## src/rtl/ifu_fetch_pkg.sv

```systemverilog
// Shared definitions for the instruction fetch unit: reset PC default,
// fault codes (also consumed by IDU/trap logic) and an alignment helper.
package ifu_fetch_pkg;

    localparam logic [31:0] RESET_PC_DEFAULT = 32'h8000_0000;

    localparam logic [1:0] FAULT_NONE     = 2'b00;
    localparam logic [1:0] FAULT_MISALIGN = 2'b01;
    localparam logic [1:0] FAULT_BUSERR   = 2'b10;
    localparam logic [1:0] FAULT_TIMEOUT  = 2'b11;

    // A fetch address is usable only when it is word aligned.
    function automatic logic pc_is_aligned(input logic [1:0] pc_lo);
        return (pc_lo == 2'b00);
    endfunction

endpackage

```

## src/rtl/ifu_fetch.sv

```systemverilog
// Instruction fetch unit: holds the architectural PC, issues one imem read per
// instruction over valid/ready, presents the word plus PC (and a fault code) to
// the IDU, and waits for the WBU to return the next PC.
module ifu_fetch
    import ifu_fetch_pkg::*;
#(
    parameter logic [31:0] RESET_PC       = RESET_PC_DEFAULT,
    parameter int unsigned TIMEOUT_CYCLES = 255
) (
    input  logic        clk,
    input  logic        rst,
    output logic        imem_req_valid,
    input  logic        imem_req_ready,
    output logic [31:0] imem_req_addr,
    input  logic        imem_resp_valid,
    input  logic [31:0] imem_resp_data,
    input  logic        imem_resp_err,
    output logic        inst_valid,
    input  logic        inst_ready,
    output logic [31:0] inst,
    output logic [31:0] inst_pc,
    output logic [1:0]  inst_fault,
    input  logic        next_pc_valid,
    input  logic [31:0] next_pc,
    output logic [31:0] fetch_cnt
);

    typedef enum logic [2:0] {
        S_IDLE  = 3'd0,
        S_FETCH = 3'd1,
        S_WAIT  = 3'd2,
        S_OUT   = 3'd3,
        S_NPC   = 3'd4
    } state_e;

    localparam logic [31:0] TIMEOUT_LAST = 32'(TIMEOUT_CYCLES - 1);

    state_e      state_q, state_d;
    logic [31:0] pc_q, pc_d;
    logic [31:0] inst_q, inst_d;
    logic [31:0] inst_pc_q, inst_pc_d;
    logic [1:0]  fault_q, fault_d;
    logic [31:0] timer_q, timer_d;
    logic [31:0] cnt_q, cnt_d;
    logic        aligned_s;
    logic        timeout_s;
    logic        req_valid_s;
    logic        inst_valid_s;

    assign aligned_s = pc_is_aligned(pc_q[1:0]);
    assign timeout_s = (timer_q == TIMEOUT_LAST);

    // State register; reset overrides every other event.
    always_ff @(posedge clk) begin
        if (rst) begin
            state_q <= S_IDLE;
        end else begin
            state_q <= state_d;
        end
    end

    // Next-state logic; a response on the timeout cycle takes priority.
    always_comb begin
        state_d = state_q;
        case (state_q)
            S_IDLE:  state_d = S_FETCH;
            S_FETCH: begin
                if (!aligned_s) begin
                    state_d = S_OUT;
                end else if (imem_req_ready) begin
                    state_d = S_WAIT;
                end else begin
                    state_d = S_FETCH;
                end
            end
            S_WAIT: begin
                if (imem_resp_valid || timeout_s) begin
                    state_d = S_OUT;
                end else begin
                    state_d = S_WAIT;
                end
            end
            S_OUT: begin
                if (inst_ready) begin
                    state_d = next_pc_valid ? S_FETCH : S_NPC;
                end else begin
                    state_d = S_OUT;
                end
            end
            S_NPC: begin
                if (next_pc_valid) begin
                    state_d = S_FETCH;
                end else begin
                    state_d = S_NPC;
                end
            end
            default: state_d = S_IDLE;
        endcase
    end

    // Valids are decoded from registered state only (no inst_ready path to imem).
    always_comb begin
        req_valid_s  = 1'b0;
        inst_valid_s = 1'b0;
        case (state_q)
            S_FETCH: req_valid_s  = aligned_s;
            S_OUT:   inst_valid_s = 1'b1;
            default: begin
                req_valid_s  = 1'b0;
                inst_valid_s = 1'b0;
            end
        endcase
    end

    // Datapath next-state: capture result/fault, run timer, count handshakes, load PC.
    always_comb begin
        pc_d      = pc_q;
        inst_d    = inst_q;
        inst_pc_d = inst_pc_q;
        fault_d   = fault_q;
        timer_d   = timer_q;
        cnt_d     = cnt_q;
        case (state_q)
            S_FETCH: begin
                timer_d = 32'd0;
                if (!aligned_s) begin
                    inst_d    = 32'd0;
                    inst_pc_d = pc_q;
                    fault_d   = FAULT_MISALIGN;
                end else begin
                    inst_d = inst_q;
                end
            end
            S_WAIT: begin
                timer_d = timer_q + 32'd1;
                if (imem_resp_valid) begin
                    inst_pc_d = pc_q;
                    inst_d    = imem_resp_err ? 32'd0 : imem_resp_data;
                    fault_d   = imem_resp_err ? FAULT_BUSERR : FAULT_NONE;
                end else if (timeout_s) begin
                    inst_pc_d = pc_q;
                    inst_d    = 32'd0;
                    fault_d   = FAULT_TIMEOUT;
                end else begin
                    inst_d = inst_q;
                end
            end
            S_OUT: begin
                if (inst_ready) begin
                    cnt_d = cnt_q + 32'd1;
                    pc_d  = next_pc_valid ? next_pc : pc_q;
                end else begin
                    cnt_d = cnt_q;
                end
            end
            S_NPC: begin
                if (next_pc_valid) begin
                    pc_d = next_pc;
                end else begin
                    pc_d = pc_q;
                end
            end
            default: begin
                pc_d = pc_q;
            end
        endcase
    end

    // Datapath registers.
    always_ff @(posedge clk) begin
        if (rst) begin
            pc_q      <= RESET_PC;
            inst_q    <= 32'd0;
            inst_pc_q <= 32'd0;
            fault_q   <= FAULT_NONE;
            timer_q   <= 32'd0;
            cnt_q     <= 32'd0;
        end else begin
            pc_q      <= pc_d;
            inst_q    <= inst_d;
            inst_pc_q <= inst_pc_d;
            fault_q   <= fault_d;
            timer_q   <= timer_d;
            cnt_q     <= cnt_d;
        end
    end

    assign imem_req_valid = req_valid_s;
    assign imem_req_addr  = pc_q;
    assign inst_valid     = inst_valid_s;
    assign inst           = inst_q;
    assign inst_pc        = inst_pc_q;
    assign inst_fault     = fault_q;
    assign fetch_cnt      = cnt_q;

endmodule

```

## config.mk

```make
export PLATFORM = sky130hd
export DESIGN_NAME = ifu_fetch
export DESIGN_NICKNAME = d
export VERILOG_FILES = /design/src/rtl/ifu_fetch_pkg.sv /design/src/rtl/ifu_fetch.sv
export SDC_FILE = /design/constraint.sdc
export NUM_CORES = 1
export LEC_CHECK = 0
export BUFFER_PORTS_ARGS = -buffer_cell sky130_fd_sc_hd__buf_4
export CAP_MARGIN = 20
export CORE_AREA = 2 2 134 136
export DETAILED_ROUTE_END_ITERATION = 12
export DIE_AREA = 0 0 136 138
export PLACE_DENSITY = 0.66
export SYNTH_ARGS = -nofsm -noshare
export SYNTH_HDL_FRONTEND = slang
export SYNTH_SLANG_ARGS = --single-unit
```

## constraint.sdc

```tcl
create_clock -name clk -period 4.1 [get_ports clk]
set_input_delay 0.615 -clock clk [delete_from_list [all_inputs] [get_ports clk]]
set_output_delay 0.615 -clock clk [all_outputs]
set_load 0.05 [all_outputs]
```

==> metrics.md <==
| Metric | Value |
|---|---|
| P per Cell Area | `approximately 350 nW/µm²` |
| Wirelength per Cell | `16.4 µm` |
| Distinct cells, synth | `52` |
| # nets final | `1,140` |
| CP max stage delay | `760 ps` |
| CP cell instances | `or3b_2, nor2_1, buf_4` |
| CTS Buf Count | `17` |
| Total Power | `0.00346 W` |
| Synth Area in Simple Gates | `0.307` |
| DP Wirelength | `about 14 mm` |
| Clock skew | `roughly 11 ps` |
| Buf/Inv on CP | `1` |
| Total grt overflow | `0` |
| Die Area | `between 15,000 and 20,000 µm²` |
| FF+latch count, synth | `about 170` |
| Endpoints failing hold | `0` |
| CP Launch Type | `register` |
| Fraction of synthesized area in multiplexers | `0.0145` |
| Initial Util | `0.439` |
| 1st-iter DRT viols | `564` |
| Clock Path Buffers | `2` |
| Worst rel slew slack | `0.391` |
| Initial antenna violation count | `0` |
| Final ANT Viol Nets | `0` |
| Crit path capture type | `primary output` |
| Worst hold stages | `2` |
| Pin count of the biggest net entering global routing | `71` |
| Vias in the first global route | `~6,700` |
| Diodes inserted | `0` |
| Setup-failing EPs final | `0` |
| Worst min path class | `input port to register` |
| Reg clk slew, reported paths | `60 ps` |
| Maxcap violations | `0` |
| Compound-Gate Fraction of Synth Area | `0.181` |
| CTS tree | `yes` |
| Final Max Slew Viols | `0` |
| Fmax | `361 MHz` |
| Xor/xnor share of the synthesized area | `0.00797` |
| Combinational family with the most area after synthesis | `simple AND/OR/NAND/NOR gates` |
| Status | `finished, final reports clean` |
| Row Count | `between 40 and 50` |
| Minimum clock period | `2770 ps` |
| Die Wd | `between 100 and 150 µm` |
| Syn_area_per_cell | `roughly 8.4 µm²` |
| H-tree depth | `4` |
| Max VDD drop | `around 250 µV` |
| RR Startpoint | `state_q[0]` |
| Post-CTS Setup Bufs | `0` |
| Area growth from synthesis to layout | `28.1%` |
| Unrepaired setup endpoints after global routing | `false` |
| Fill cells | `~1,700` |
| Static Leak | `~3.7 nW` |
| Clk sink count | `around 170` |
| Worst Path Max Fanout | `28` |
| Gr usage total | `0.224` |
| Placed Cells | `1,276` |
| WHS Endpoint | `state_q[2]` |
| First-pass GRT wire length | `~35 mm` |
| Worst hold start | `next_pc_valid` |
| RD Place Congestion | `0.774` |
| Post_cts resized | `0` |
| Number of buffers added on ports | `around 200` |
| Iteration count of the initial detailed-routing pass | `5` |
| Core ar. | `roughly 18,000 µm²` |
| Synth Flop Type | `dfxtp_1` |
| Ys async rst share | `0` |
| Share of cells above drive strength 1 | `0.249` |
| Vias per cell | `5.82` |
| Setup TNS | `0 ps` |
| Clk Latency, worst-skew pair | `about 430 ps` |
| Fraction of the mapped netlist area in adder cells | `0.00488` |
| Chip height | `between 100 and 150 µm` |
| Post-route DRC | `0` |
| Seq/Total Area, Yosys | `0.429` |
| Crit path DAT | `2150 ps` |
| Worst Path Class, Setup | `register to primary output` |
| Tcrit/Tclk final | `0.675` |
| Kind of cell adding the most delay to the critical path | `simple AND/OR/NAND/NOR gates` |
| Number of synthesized flops with an enable pin | `0` |
| Slowest-stage cell, CP | `or3b_2` |
| I/O pin count | `203` |
| Final Instance Count excl. Fillers | `1,308` |
| Vias post-DR | `between 7,000 and 8,000` |
| Syn Inst Count | `918` |
| Worst Tran Pin Value | `approximately 910 ps` |
| CTS Root Cell | `clkbuf_16` |
| R2R cell count | `4` |
| Yosys warns | `0` |
| RR Endpoint | `fetch_cnt[26]` |
| Reg2reg setup slack | `approximately 1400 ps` |
| Hold buffers post-CTS | `0` |
| Post-Route WL | `roughly 21 mm` |
| Synth Net Count | `approximately 990` |
| Mapped cell area | `7690 µm²` |
| Req. time, crit path | `around 3500 ps` |
## power by group
part           total (W)  switching [W]  internal, W
Combinational   0.000297       0.000195     0.000102
Clock            0.00152       0.000663     0.000856
Sequential       0.00164      0.0000194      0.00162
## metrics by stage
stage	util	setup slack [ps]	hold WS, ps	cell area, µm²
after global routing	0.562	1110	390	9850
after global placement	0.530	1280	458	9300
final	0.562	1330	404	9850
after CTS	0.562	1280	388	9850
after detailed placement	0.530	1150	457	9300
after floorplan	-	1540	469	7690
## placed cells by master (no fill, tap or decap), types with 33 or more instances in the layout
master       n
a21oi_1     78
a22o_1      33
buf_4      221
dfxtp_1    165
nand2_1    120
nand4_1    116
nor2_1      34
nor2b_1     39
o2111ai_1   33
or4_1       34
## Yosys cell counts (all sizes together), types with 2 or more instances
cell type  instances  area (µm²)
dfxtp            165        3300
nand2            120         450
nand4            116         726
clkbuf            82         308
a21oi             78         390
nor2b             39         244
or4               36         278
nor2              35         131
a22o              33         289
o2111ai           33         289
nand3             24         120
o311ai            16         140
inv               13        48.8
or3               13        81.3
and4              12         105
o31ai             12        90.1
o21ai             11        55.1
buf               10        66.3
mux2               9         101
o211ai             8        60.1
nor4               7        50.1
nor3               6        30.0
xor2               5        43.8
a311oi             3        26.3
and3               3        18.8
ha                 3        37.5
nor3b              3        22.5
a31oi              2        12.5
and2               2        12.5
nor4b              2        17.5
or2                2        12.5
or3b               2        17.5
xnor2              2        17.5
## registers in the layout, indices dropped and copies added (netlist names)
register	flops
fetch_cnt	32
imem_req_addr	32
inst	32
inst_pc	32
timer_q	32
state_q	3
inst_fault	2
## worst max path at each step
stage,depth (start not counted),slack [ps],endpoint,startpoint
final,3,1330,imem_req_valid,state_q[0]
after global placement,5,1280,fetch_cnt[26],inst_ready
after floorplan,5,1540,imem_req_valid,state_q[1]
after CTS,3,1280,imem_req_valid,state_q[0]
after global routing,4,1110,fetch_cnt[26],state_q[0]
after detailed placement,5,1150,fetch_cnt[26],inst_ready
## kinds of logic after synthesis
logic type	Yosys count
buffers and inverters	105
AND/OR/NAND/NOR	427
adder cells (fa/ha/maj)	3
flip-flops	165
XOR/XNOR	7
AO/OA/AOI/OAI	201
multiplexers	10
## layout make-up
type                    instances  area, µm²  area share
repair buffers                221       1660       0.168
flip-flops and latches        165       3300       0.335
clock buffers                  22        454      0.0461
inverters                      13       48.8     0.00495
well taps                     229        287      0.0291
clock inverters                10        100      0.0102
multi-input cells             648       4000       0.406
## per-layer routing
metal	share of wire	vias to the layer above	GRT usage
li1	-	3800	-
met1	0.45	3529	0.301
met2	0.45	252	0.349
met3	0.083	29	0.0660
met4	0.018	0	0.0669
met5	0	-	0
(Power assumes the default switching activity.)
